==> src/rtl/ycbcr_pkg.sv <==
// Constants shared by the RGB565<->YCbCr converters (BT.601 full range, x256).
package ycbcr_pkg;
  localparam int C_R_CR   = 359;
  localparam int C_G_CB   = 88;
  localparam int C_G_CR   = 183;
  localparam int C_B_CB   = 454;
  localparam int C_OFFSET = 128;
  localparam int C_SHIFT  = 8;
  localparam int C_RND    = 128;

  localparam int W_PROD = 18;
  localparam int W_RES  = 11;

  // Signed 9-bit chroma times an unsigned coefficient; |result| <= 454*128 fits 18 bits.
  function automatic logic signed [W_PROD-1:0] mul_coef(input logic signed [8:0] x,
                                                         input int c);
    logic signed [W_PROD-1:0] xe;
    logic signed [W_PROD-1:0] ce;
    xe = {{(W_PROD-9){x[8]}}, x};
    ce = W_PROD'(c);
    return xe * ce;
  endfunction
endpackage

==> src/rtl/ycbcr_rgb565_sat_u8.sv <==
// Clamp an 11-bit signed value into the unsigned 8-bit range 0..255.
module sat_u8 (
  input  logic signed [10:0] din_i,
  output logic        [7:0]  dout_o
);
  always_comb begin
    dout_o = din_i[7:0];
    if (din_i[10]) begin
      dout_o = 8'h00;
    end else if (din_i[9:8] != 2'b00) begin
      dout_o = 8'hFF;
    end
  end
endmodule

==> src/rtl/ycbcr_rgb565.sv <==
// Three-stage YCbCr (BT.601 full range) to RGB565 converter, one pixel per cycle.
module ycbcr_rgb565
  import ycbcr_pkg::*;
#(
  parameter int ROUND = 1
) (
  input  logic        sys_clk,
  input  logic        sys_rst_n,
  input  logic        pre_rd_en,
  input  logic [7:0]  img_y,
  input  logic [7:0]  img_cb,
  input  logic [7:0]  img_cr,
  output logic        rd_en_dly,
  output logic [15:0] rgb565_data
);
  localparam logic signed [W_PROD-1:0] K = (ROUND == 1) ? W_PROD'(C_RND) : '0;

  logic                     v1_q, v2_q, v3_q;
  logic signed [9:0]        y_d, y_q;
  logic signed [8:0]        cb_d, cr_d;
  logic signed [W_PROD-1:0] pr_d, pgb_d, pgr_d, pb_d;
  logic signed [W_PROD-1:0] pr_q, pgb_q, pgr_q, pb_q;
  logic signed [W_PROD-1:0] sum_r, sum_g, sum_b, sh_r, sh_g, sh_b;
  logic signed [W_RES-1:0]  r_d, g_d, b_d, r_q, g_q, b_q;
  logic [7:0]               r8, g8, b8;
  logic [15:0]              rgb_d, rgb_q;
  logic                     unused_bits;

  // Stage 1: remove chroma offset and form the four coefficient products.
  always_comb begin
    y_d   = {2'b00, img_y};
    cb_d  = 9'({1'b0, img_cb}) - 9'(C_OFFSET);
    cr_d  = 9'({1'b0, img_cr}) - 9'(C_OFFSET);
    pr_d  = mul_coef(cr_d, C_R_CR);
    pgb_d = mul_coef(cb_d, C_G_CB);
    pgr_d = mul_coef(cr_d, C_G_CR);
    pb_d  = mul_coef(cb_d, C_B_CB);
  end

  // Stage 2: scale back by 256 (arithmetic shift floors; K turns it into rounding).
  always_comb begin
    sum_r = pr_q + K;
    sum_g = pgb_q + pgr_q + K;
    sum_b = pb_q + K;
    sh_r  = sum_r >>> C_SHIFT;
    sh_g  = sum_g >>> C_SHIFT;
    sh_b  = sum_b >>> C_SHIFT;
    r_d   = {y_q[9], y_q} + sh_r[W_RES-1:0];
    g_d   = {y_q[9], y_q} - sh_g[W_RES-1:0];
    b_d   = {y_q[9], y_q} + sh_b[W_RES-1:0];
  end

  sat_u8 u_sat_r (.din_i(r_q), .dout_o(r8));
  sat_u8 u_sat_g (.din_i(g_q), .dout_o(g8));
  sat_u8 u_sat_b (.din_i(b_q), .dout_o(b8));

  assign rgb_d = {r8[7:3], g8[7:2], b8[7:3]};

  assign unused_bits = ^{sh_r[W_PROD-1:W_RES], sh_g[W_PROD-1:W_RES], sh_b[W_PROD-1:W_RES],
                         r8[2:0], g8[1:0], b8[2:0]};

  always_ff @(posedge sys_clk or negedge sys_rst_n) begin
    if (!sys_rst_n) begin
      v1_q  <= 1'b0;
      v2_q  <= 1'b0;
      v3_q  <= 1'b0;
      y_q   <= '0;
      pr_q  <= '0;
      pgb_q <= '0;
      pgr_q <= '0;
      pb_q  <= '0;
      r_q   <= '0;
      g_q   <= '0;
      b_q   <= '0;
      rgb_q <= '0;
    end else begin
      v1_q <= pre_rd_en;
      v2_q <= v1_q;
      v3_q <= v2_q;
      if (pre_rd_en) begin
        y_q   <= y_d;
        pr_q  <= pr_d;
        pgb_q <= pgb_d;
        pgr_q <= pgr_d;
        pb_q  <= pb_d;
      end
      if (v1_q) begin
        r_q <= r_d;
        g_q <= g_d;
        b_q <= b_d;
      end
      // Output holds the last valid pixel through idle cycles.
      if (v2_q) begin
        rgb_q <= rgb_d;
      end
    end
  end

  assign rd_en_dly   = v3_q;
  assign rgb565_data = rgb_q;
endmodule

==> config.mk <==
export PLATFORM = sky130hd
export DESIGN_NAME = ycbcr_rgb565
export DESIGN_NICKNAME = d
export VERILOG_FILES = /design/src/rtl/ycbcr_pkg.sv /design/src/rtl/ycbcr_rgb565_sat_u8.sv /design/src/rtl/ycbcr_rgb565.sv
export SDC_FILE = /design/constraint.sdc
export NUM_CORES = 1
export LEC_CHECK = 0
export ABC_AREA = 1
export BUFFER_PORTS_ARGS = -buffer_cell sky130_fd_sc_hd__buf_2
export CAP_MARGIN = 20
export CORE_ASPECT_RATIO = 1.5
export CORE_UTILIZATION = 23
export CTS_CLUSTER_SIZE = 40
export DETAILED_ROUTE_END_ITERATION = 8
export SETUP_SLACK_MARGIN = 0.4
export SYNTH_ARGS = -nofsm -noshare
export SYNTH_HDL_FRONTEND = slang
export SYNTH_SLANG_ARGS = --single-unit
export TNS_END_PERCENT = 100
==> constraint.sdc <==
create_clock -name sys_clk -period 4.9 [get_ports sys_clk]
set_input_delay 0.98 -clock sys_clk [delete_from_list [all_inputs] [get_ports sys_clk]]
set_output_delay 0.98 -clock sys_clk [all_outputs]
set_load 0.05 [all_outputs]
# Word-level counts from Yosys, hierarchy flattened
# Cells that the tools add are included.
[classes]
mul = 4
mux = 6
add_sub_neg = 9
n_reduce_logical = 3
[ops]
columns = ["operator", "count"]
rows = [
  ["adder 18 x 9 -> 18 bit (second input constant)", 3],
  ["2-to-1 mux 8 bit", 6],
  ["adder 9 x 10 -> 11 bit", 2],
  ["adder 18 bit", 1],
  ["multiplier 9 x 10 -> 18 bit (second input constant)", 1],
  ["multiplier 9 x 9 -> 18 bit (second input constant)", 1],
  ["subtractor 8 x 8 -> 9 bit (second input constant)", 2],
  ["multiplier 9 x 9 -> 17 bit (second input constant)", 1],
  ["multiplier 9 x 5 -> 14 bit (second input constant)", 1],
  ["subtractor 9 x 10 -> 11 bit", 1],
  ["nonzero test 2 bit", 3],
]
[totals]
register_bits = 128
input_bits = 27

# Longest topological paths before layout
# Gate-level depths: netlist (run 1).
[depth]
depth_word = 3
mapped_depth = 23

# Hierarchy
# Synthesis (run 1) repeated with hierarchy kept, for this count alone.
[unflattened]
hier_cells = 1507
hier_area_um2 = 11776.3
[by_module_without_submodules]
columns = ["mod", "n_inst", "area_per_inst_um2", "cells_per_inst", "seq_area_each_um2"]
rows = [
  ["ycbcr_rgb565", 1, 11517.3, 1453, 2777.7],
  ["sat_u8", 3, 86.3, 18, 0.0],
]

# Worst setup path after synthesis (run 1)
# Ideal clock, no wire load.
[synth_path]
path_type = "in2reg"
start = "input img_cr[7]"
end = "register pr_q[15]"
t_required_ns = 4.782
setup_ns = 0.118
setup_slack_ns = 0.121
arrival_time_ns = 4.661
cell_stages = 21
n_path_buf = 1
cell_sequence = "buf_2 > inv_1 > ha_1 > inv_1 > ha_1 > fa_1 > fa_1 > inv_1 > fa_1 > inv_1 > ha_1 > a21oi_1 > o21a_1 > o21ai_2 > nand2_1 > nand2_1 > nand3_1 > nand2_1 > nand2_1 > nand3_1 > nand2_1"
[synth_between]
elab_chain_len = 2
[synth_rtl]
columns = ["element", "line", "text"]
rows = [
  ["start: declaration", "ycbcr_rgb565.sv:12", "input logic [7:0] img_cr,"],
  ["subtractor 8 x 8 -> 9 bit", "ycbcr_rgb565.sv:33", "cr_d = 9'({1'b0, img_cr}) - 9'(C_OFFSET);"],
  ["multiplier 9 x 10 -> 18 bit", "ycbcr_pkg.sv:21", "return xe * ce;"],
  ["end signal: assignment", "ycbcr_rgb565.sv:82", "pr_q <= pr_d;"],
  ["end: declaration", "ycbcr_rgb565.sv:22", "logic signed [W_PROD-1:0] pr_q, pgb_q, pgr_q, pb_q;"],
]
# Every way passes these cells.
# A chain may end at the register's enable or synchronous reset.

# Final worst setup path (run 1)
[layout_path]
start = "input img_cr[7]"
end = "register pr_q[17]"
# The elaborated chain is that of the path after synthesis.

==> results of run 1 <==
[path summary, 6_finish.rpt]
kind | slack [ns] | endpoint
setup / recovery | 0.58 | pr_q[17]$_DFFE_PN0P_
hold / removal | 0.48 | g_q[6]$_DFFE_PN0P_
setup reg to reg | 1.70 | g_q[8]$_DFFE_PN0P_
hold reg to reg | 0.48 | g_q[6]$_DFFE_PN0P_
max in group asynchronous | 3.15 | rgb565_data[12]$_DFFE_PN0P_
min in group asynchronous | 0.68 | pb_q[14]$_DFFE_PN0P_
[layout make-up]
cell class | count | area share (%)
Tap cell | 588 | 6.049
Clock inverter | 7 | 0.9774
Sequential cell | 103 | 21.19
Clock buffer | 9 | 1.852
Timing Repair Buffer | 60 | 2.973
Multi-Input combinational cell | 944 | 59.18
Inverter | 251 | 7.778
[cell usage in the layout (no fill, tap or decap), types with 5 or more instances in the layout]
cell,instances
nand2_1,272
inv_1,242
ha_1,181
dfrtp_1,103
nand3_1,66
fa_1,59
nor2_1,58
a21oi_1,49
o21ai_0,48
xor2_1,45
buf_2,37
xnor2_1,25
buf_4,19
o22ai_1,17
o21ai_1,16
nand4_1,13
a31oi_1,12
clkbuf_16,9
or2_2,8
o21bai_1,8
nand2_2,7
nand3b_1,7
inv_2,6
a21o_1,5
nor3_1,5
[state kept, by name, summed over array words and instances, names as in the netlist]
register and cells:
r_q 8, pr_q 11, rgb565_data 16, v1_q 1, g_q 9, v2_q 1
pgb_q 11, y_q 8, b_q 8, rd_en_dly 1, pgr_q 15, pb_q 14
[worst register-to-register path: cells and delay by family (launching register included)]
family	cells	cell delay [ns]
buffers and inverters	2	0.09
AOI/OAI and AO/OA	3	0.68
xor gates and xnor gates	1	0.18
adders and majority gates	3	0.87
DFF	1	0.33
and+or+nand+nor	11	0.92
[cells by family after synthesis]
group / share of synthesized area (%)
xor+xnor: 5.793
fa+ha+maj: 32.98
simple gates: 18.53
compound gates: 9.044
flops: 24.01
buf+inv: 9.639
[where the power goes]
group | internal [mW] | switching [mW]
Clock | 0.500 | 0.330
Combinational | 1.76 | 2.65
Sequential | 1.18 | 0.214
[layer usage]
metal / part of all wire, % / vias to the layer above / global-route usage, %
met1: 41 / 3868 / 11.33
met3: 2.6 / 25 / 1.353
met5: 0.034 / - / 0
met2: 54 / 79 / 20.18
li1: - / 4316 / -
met4: 1.9 / 2 / 3.619
[stage by stage]
stage	util [%]	cell area [um2]	hold WS [ns]
detailed placement	25.66	11770	0.4629
CTS	26.41	12120	0.4813
floorplan	-	10790	0.3519
global placement	25.66	11770	0.4557
global route	26.51	12160	0.5077
finish	26.51	12160	0.4798
[what timing repair did]
action                     in CTS  in global routing
resized for setup               0                 15
hold buffers                    0                  0
setup endpoints to repair       0                  6
==> run_results.csv, run 1 <==
group,metric,value,unit
worst_setup_path,crit_start,"img_cr[7]",
worst_setup_path,cp-start-kind,"input pin",
worst_setup_path,endpoint_kind,"flop",
sta,final_hold_viol_count,0,
floorplanning,chipWidth,178.4,um
sta,setup_viol,0,
pwr,power_density,546.1,mW/mm2
routing,routed_wl,23440,um
worst_setup_path,crit_fanout,11,
sta,fin_tns_setup,0,ns
final_layout,antennaDiodeCount,0,
routing,remaining_drc_errors,0,
synthesis,syn_area,0.01074,mm2
clock_tree,clk_path_buf_depth,2,
worst_setup_path,cpMaxStageDelayCell,"fa_1",
final_layout,multi_input_area,0.007197,mm2
synthesis,synth_commonest_cells,"nand2_1, inv_1, ha_1",
floorplanning,placementRows,96,
min_path,holdCritStartpoint,"g_q[6]$_DFFE_PN0P_",
place,dp_slack,0.1165,ns
worst_setup_path,reg2regPathDepth,20,
final_layout,seqCellArea,0.002577,mm2
place,dp_cells,1946,
floorplanning,die_area,0.04756,mm2
global_route,grt_pass1_wl,40080,um
place,port_buffers,43,
worst_setup_path,crit-reg2reg-launch,"pgr_q[7]$_DFFE_PN0P_",
job,max_cap_violations,0,
pwr,ir_worst_vdd,0.3047,mV
routing,post_drt_wl_per_cell,11.95,um
sta,layout_min_cycle_time,4.323,ns
worst_setup_path,path_cells,"buf_2 > buf_6 > ha_1 > inv_1 > ha_1 > fa_1 > fa_1 > inv_1 > fa_1 > inv_1 > ha_4 > a21oi_1 > o21a_1 > o21ai_2 > nand2_1 > nand2_1 > nand2_1 > nand2_1 > nand2_1 > nand3_1 > nand2_1",
place,place_congestion,0.8585,
status,outcome,"finished clean",
worst_setup_path,path_buf_inv,5,
global_route,grtUsageTotal,10.43,%
floorplanning,fp.dieH,266.6,um
place,dp_hpwl,19780,um
synthesis,synth_edf_count,0,
sta,fmax,231.3,MHz
synthesis,synth_cell_type_count,41,
clock_tree,root_buffer,"clkbuf_16",
pwr,leakage,6.398,nW
clock_tree,clock_sinks,103,
worst_setup_path,cp.arrival,4.57,ns
clock_tree,numCtsBuffers,9,
sta,finalMaxSlewViolations,0,
clock_tree,insertion_delay,0.36,ns
clock_tree,path_clk_slew,0.07,ns
pwr,finalPower,6.642,mW
clock_tree,cts_setup_buffers,0,
synthesis,synth_async_sr_flop_share,100.0,%
sta,rsz0062_at_grt,"false",
floorplanning,num_io_pins,44,
synthesis,ys.flop_type,"dfrtp_1",
synthesis,ys_ff_latch,103,
synthesis,yosysTopAreaCell,"dfrtp_1",
worst_setup_path,slowest_delay,0.50,ns
final_layout,n_fill_cell,4968,
sta,finClkSkew,0.01007,ns
sta,worst_pin_slew,0.8589,ns
synthesis,synth.top_cell.area_share,24.01,%
worst_setup_path,cp_num_cells,21,
synthesis,synth_area_leaders,"dfrtp_1, ha_1, fa_1, nand2_1, inv_1",
worst_setup_path,critPathKind,"in -> reg",
synthesis,syn-mean-instance-area,8.127,um2
final_layout,area_growth,13.29,%
global_route,grt_max_degree,61,
floorplanning,start_util,23.40,%
worst_setup_path,cpMostUsedCell,"nand2_1",
synthesis,synth_most_common_cell,"nand2_1",
final_layout,nets,1643,
routing,drtAntennaViolNets,0,
routing,drt_first_pass_iters,4,
min_path,hold_path_class,"reg -> reg",
routing,drt_iter0_markers,384,
clock_tree,cts_tree,"yes",
synthesis,netlist_instances,1321,
final_layout,drive_gt1_share,9.534,%
min_path,hold_path_depth,2,
synthesis,syn_nets,1595,
sta,finalWorstSetupSlack,0.5767,ns
worst_setup_path,cp_top_family,"adder cells",
routing,num_vias,8290,
global_route,first_global_vias,8509,
global_route,grt.overflow.total,0,
clock_tree,cts_htree_levels,3,
synthesis,yosys_warnings,0,
synthesis,ys_seq_area_share,24.01,%
floorplanning,core,0.04588,mm2
worst_setup_path,worstPathRequired,5.15,ns
routing,viasPerCell,4.225,
global_route,antenna_found_initial,1,
sta,slew_headroom,42.39,%
final_layout,fin_cells,1962,
sta,fin_crit_sh,88.23,%
Power figures use the tool's default switching activity.
==> run 2: changes to the inputs <==
Settings changed: PLACE_DENSITY set to 0.44.
Clock period 4.9 ns to 4.24 ns, I/O delays scaled along.
==> run_results.csv, run 2 (same netlist as run 1, synthesis figures left out) <==
group,metric,value,unit
place,dp_slack,-0.3337,ns
routing,routed_wl,26530,um
global_route,grt_max_degree,100,
sta,finClkSkew,0.008021,ns
routing,drt_iter0_markers,266,
final_layout,nets,1757,
final_layout,postLayoutCellArea,0.01377,mm2
worst_setup_path,rr_endpoint,"g_q[10]$_DFFE_PN0P_",
final_layout,final_common_cell,"nand2_1",
clock_tree,cts_hold_buf,0,
global_route,grt_pass1_wl,44440,um
worst_setup_path,critPathKind,"in -> reg",
final_layout,multi_input_area,0.007864,mm2
clock_tree,root_buffer,"clkbuf_16",
final_layout,seqCellArea,0.002577,mm2
place,dp_hpwl,22190,um
final_layout,area_growth,28.23,%
final_layout,drive_gt1_share,23.92,%
global_route,antenna_found_initial,0,
sta,fin_tns_setup,0,ns
sta,slew_headroom,43.59,%
floorplanning,placementRows,96,
pwr,power.clock.fraction,10.0,%
global_route,first_global_vias,9078,
final_layout,final_cell_mix,"nand2_1, inv_1, ha_1",
place,dp_cells,2039,
final_layout,n_fill_cell,4959,
pwr,power_frac_seq,18.0,%
floorplanning,start_util,23.40,%
worst_setup_path,crit-reg2reg-launch,"pgb_q[7]$_DFFE_PN0P_",
floorplanning,die_area,0.04756,mm2
routing,num_vias,8668,
pwr,ir_worst_vdd,0.3140,mV
routing,viasPerCell,4.175,
pwr,p_int,4.764,mW
pwr,leakage,7.011,nW
floorplanning,fp.dieH,266.6,um
sta,setup_viol,0,
sta,final_hold_viol_count,0,
place,place_congestion,0.8068,
sta,fmax,249.7,MHz
place,place_area,0.01273,mm2
sta,finalMaxSlewViolations,0,
pwr,switching_share,46.98,%
final_layout,fin_cells,2076,
global_route,grt.overflow.total,0,
routing,drt_first_pass_iters,6,
sta,layout_min_cycle_time,4.005,ns
place,port_buffers,43,
floorplanning,core,0.04588,mm2
worst_setup_path,worstPathRequired,4.47,ns
sta,worst_pin_slew,0.8452,ns
pwr,pwr-share-comb,72.1,%
job,max_cap_violations,0,
sta,rsz0062_at_grt,"true",
sta,fin_crit_sh,94.45,%
final_layout,antennaDiodeCount,0,
routing,post_drt_wl_per_cell,12.78,um
worst_setup_path,cp-start-kind,"input pin",
pwr,power_switching,4.220,mW
floorplanning,num_io_pins,44,
clock_tree,insertion_delay,0.37,ns
final_layout,largest_register_ffs,16,
pwr,power_density,652.6,mW/mm2
clock_tree,numCtsBuffers,9,
worst_setup_path,ff2ff_setup_slack,0.98,ns
min_path,hold_path_class,"in -> async",
routing,drtAntennaViolNets,0,
sta,finalWorstSetupSlack,0.2353,ns
clock_tree,cts_tree,"yes",
worst_setup_path,reg2regPathDepth,20,
status,outcome,"finished clean",
clock_tree,path_clk_slew,0.08,ns
routing,remaining_drc_errors,0,
floorplanning,chipWidth,178.4,um
worst_setup_path,crit_fanout,4,
clock_tree,cts_htree_levels,3,
global_route,grtUsageTotal,11.84,%
worst_setup_path,endpoint_kind,"flop",
clock_tree,clk_path_buf_depth,2,
clock_tree,clock_sinks,103,
worst_setup_path,cp.arrival,4.23,ns
[run 2: changes by cell type in the layout (fill, tap and decap cells not counted), moves of 8 or more]
cell | previous run | this run
a21oi_1 | 49 | 39
inv_2 | 6 | 24
nand2_1 | 272 | 254
o21ai_1 | 16 | 24
nand3_1 | 66 | 56
buf_4 | 19 | 124
ha_4 | 4 | 31
ha_1 | 181 | 151
nand2_2 | 7 | 20
nand3_2 | 4 | 13
o21ai_0 | 48 | 35
buf_6 | 1 | 15
inv_1 | 242 | 221
[run 2: power groups by stage]
stage / combinational [mW] / sequential (mW) / clock (mW)
floorplan: 4.15 / 1.80 / 0
global placement: 5.85 / 1.63 / 0
detailed placement: 5.91 / 1.64 / 0
CTS: 6.32 / 1.62 / 0.933
global route: 7.30 / 1.67 / 0.966
finish: 6.47 / 1.61 / 0.896
[run 2: repair_timing]
action	4_1_cts	5_1_grt
gates resized for setup	60	67
pin swaps	56	53
buffers inserted	15	6
setup endpoints to repair	23	27
[run 2: layout make-up]
type | count | share of cell area, %
repair buffers | 174 | 9.516
clock inverters | 5 | 0.4636
clock buffers | 11 | 1.836
flip-flops and latches | 103 | 18.72
well taps | 588 | 5.344
inverters | 251 | 6.990
multi-input cells | 944 | 57.13
[run 2: worst max path at each step]
| stage | from | endpoint | cells past startpoint |
|---|---|---|---|
| after floorplan | img_cr[7] | pr_q[15]$_DFFE_PN0P_ | 21 |
| after CTS | img_cr[7] | pr_q[15]$_DFFE_PN0P_ | 21 |
| after global placement | img_cr[5] | pgr_q[12]$_DFFE_PN0P_ | 17 |
| after global routing | img_cr[7] | pgr_q[16]$_DFFE_PN0P_ | 18 |
| after detailed placement | img_cr[5] | pgr_q[12]$_DFFE_PN0P_ | 17 |
| final | img_cr[7] | pgr_q[16]$_DFFE_PN0P_ | 18 |
[run 2: through the flow]
stage	hold WS, ns	utilization [%]	power (mW)
2_1_floorplan	0.3519	-	5.954
3_3_place_gp	0.4551	27.74	7.481
3_5_place_dp	0.4578	27.74	7.552
4_1_cts	0.2553	29.31	8.871
5_1_grt	0.2572	30.00	9.931
6_report	0.2708	30.00	8.984
[run 2: routing by layer]
metal	up-vias	wire length, um	GRT usage (%)
met5	-	0	0
met4	0	763	4.741
met3	34	530	1.382
met2	73	14310	22.51
met1	4017	10920	13.03
li1	4544	-	-
[run 2: worst max-delay path, stage by stage]
cell	delay, ns
buf_8	0.09
clkinvlp_4	0.11
ha_4	0.33
inv_4	0.05
ha_1	0.27
inv_1	0.05
fa_1	0.53
inv_1	0.05
fa_1	0.44
ha_2	0.41
inv_1	0.09
nor3_2	0.28
nand3_2	0.12
nand3_1	0.12
nand2_2	0.07
a21oi_2	0.15
xor2_1	0.15
o21ai_1	0.07
==> run 3: changes to the inputs <==
Settings changed: CORE_UTILIZATION 23 to 61, PLACE_DENSITY 0.44 to 0.86.
==> run_results.csv, run 3 (same netlist as run 1, synthesis figures left out) <==
group,metric,value,unit
status,outcome,"finished, violations left",
status,failed_checks,"negative setup slack",
routing,viasPerCell,5.769,
sta,fin_tns_setup,-0.1017,ns
sta,slew_headroom,47.00,%
final_layout,area_growth,23.08,%
sta,finClkSkew,0.009557,ns
floorplanning,core,0.01727,mm2
worst_setup_path,worstPathRequired,4.42,ns
clock_tree,cts_tree,"yes",
global_route,grt_max_degree,88,
place,dp_slack,-0.3479,ns
routing,num_vias,9727,
pwr,power_density,705.1,mW/mm2
clock_tree,cts_htree_levels,3,
final_layout,drive_gt1_share,22.61,%
place,port_buffers,43,
worst_setup_path,cp-start-kind,"input pin",
final_layout,nets,1743,
worst_setup_path,rr_endpoint,"g_q[9]$_DFFE_PN0P_",
pwr,ir_worst_vdd,0.7130,mV
worst_setup_path,critPathKind,"in -> reg",
worst_setup_path,cp_top_family,"adder cells",
worst_setup_path,ff2ff_setup_slack,0.77,ns
sta,finalWorstSetupSlack,-0.03816,ns
clock_tree,clk_path_buf_depth,2,
worst_setup_path,cp_num_cells,17,
clock_tree,numCtsBuffers,9,
sta,fin_crit_sh,100.9,%
floorplanning,num_io_pins,44,
routing,routed_wl,30400,um
clock_tree,insertion_delay,0.35,ns
place,place_area,0.01214,mm2
routing,remaining_drc_errors,0,
sta,layout_min_cycle_time,4.278,ns
worst_setup_path,cp.arrival,4.46,ns
worst_setup_path,crit_fanout,4,
clock_tree,path_clk_slew,0.08,ns
routing,post_drt_wl_per_cell,18.03,um
place,dp_hpwl,19770,um
final_layout,final_common_cell,"nand2_1",
clock_tree,root_buffer,"clkbuf_16",
worst_setup_path,slowest_delay,0.55,ns
sta,worst_pin_slew,0.7949,ns
final_layout,fin_cells,1686,
worst_setup_path,reg2regPathDepth,19,
routing,drt_iter0_markers,760,
global_route,grt_pass1_wl,43920,um
clock_tree,clock_sinks,103,
final_layout,largest_register_ffs,16,
floorplanning,fp.dieH,164.5,um
global_route,first_global_vias,9850,
global_route,grt.overflow.total,0,
job,max_cap_violations,0,
worst_setup_path,endpoint_kind,"flop",
global_route,grtUsageTotal,30.98,%
floorplanning,die_area,0.01814,mm2
pwr,leakage,6.958,nW
sta,fmax,233.7,MHz
worst_setup_path,path_buf_inv,7,
floorplanning,chipWidth,110.3,um
sta,final_hold_viol_count,0,
routing,drtAntennaViolNets,0,
final_layout,antennaDiodeCount,0,
sta,rsz0062_at_grt,"true",
sta,whs,0.3160,ns
final_layout,postLayoutCellArea,0.01321,mm2
place,place_congestion,0.9384,
sta,setup_viol,4,
min_path,hold_path_class,"in -> async",
routing,drt_first_pass_iters,5,
worst_setup_path,path_cells,"buf_8 > clkinvlp_4 > buf_6 > fa_2 > fa_1 > inv_2 > fa_2 > fa_1 > inv_2 > ha_4 > a21oi_4 > o21ai_4 > buf_4 > a21oi_4 > buf_4 > xor2_1 > o21ai_1",
floorplanning,placementRows,59,
place,dp_cells,1647,
worst_setup_path,crit-reg2reg-launch,"pgb_q[7]$_DFFE_PN0P_",
sta,finalMaxSlewViolations,0,
global_route,antenna_found_initial,0,
floorplanning,start_util,62.15,%
final_layout,final_cell_mix,"nand2_1, inv_1, ha_1",
worst_setup_path,cpMaxStageDelayCell,"fa_2",
run 3: cell type report:
class	count	area (um2)
timing repair buffer	160	1261
fill	1009	4061
clock buffer	9	225.2
inverter	251	962.2
multi-input combinational	944	7866
clock inverter	6	53.80
sequential	103	2577
tap	213	266.5
run 3: worst max path at each step:
stage	startpoint	to	slack [ns]
after floorplan	img_cr[7]	pr_q[15]$_DFFE_PN0P_	-0.08
after global placement	img_cr[1]	pr_q[15]$_DFFE_PN0P_	-0.19
after detailed placement	img_cr[4]	pgr_q[17]$_DFFE_PN0P_	-0.35
after CTS	img_cr[7]	pgr_q[17]$_DFFE_PN0P_	0.25
after global routing	img_cr[7]	pgr_q[11]$_DFFE_PN0P_	-0.12
final	img_cr[7]	pgr_q[9]$_DFFE_PN0P_	-0.04
run 3: metal layers:
metal,routed length (um),vias to the layer above,track usage [%]
met5,0,-,0
met3,1590,190,4.617
met2,15750,459,57.28
li1,-,4523,-
met4,2121,0,19.26
met1,10930,4555,31.90
run 3: repair_timing:
| item | CTS | global route |
|---|---|---|
| hold buffers | 0 | 0 |
| gates resized for setup | 60 | 68 |
| pin swaps | 57 | 50 |
| setup endpoints to repair | 25 | 26 |
| setup buffers | 11 | 12 |
run 3: stage by stage:
step / utilization [%] / total power, mW
final: 76.49 / 9.316
after global routing: 76.49 / 10.05
after CTS: 74.21 / 8.595
after detailed placement: 70.30 / 7.450
after global placement: 70.30 / 7.153
after floorplan: - / 5.954
run 3: where the power goes:
group | internal [mW] | switching, mW
registers | 1.37 | 0.259
logic | 2.93 | 3.96
clock network | 0.406 | 0.390
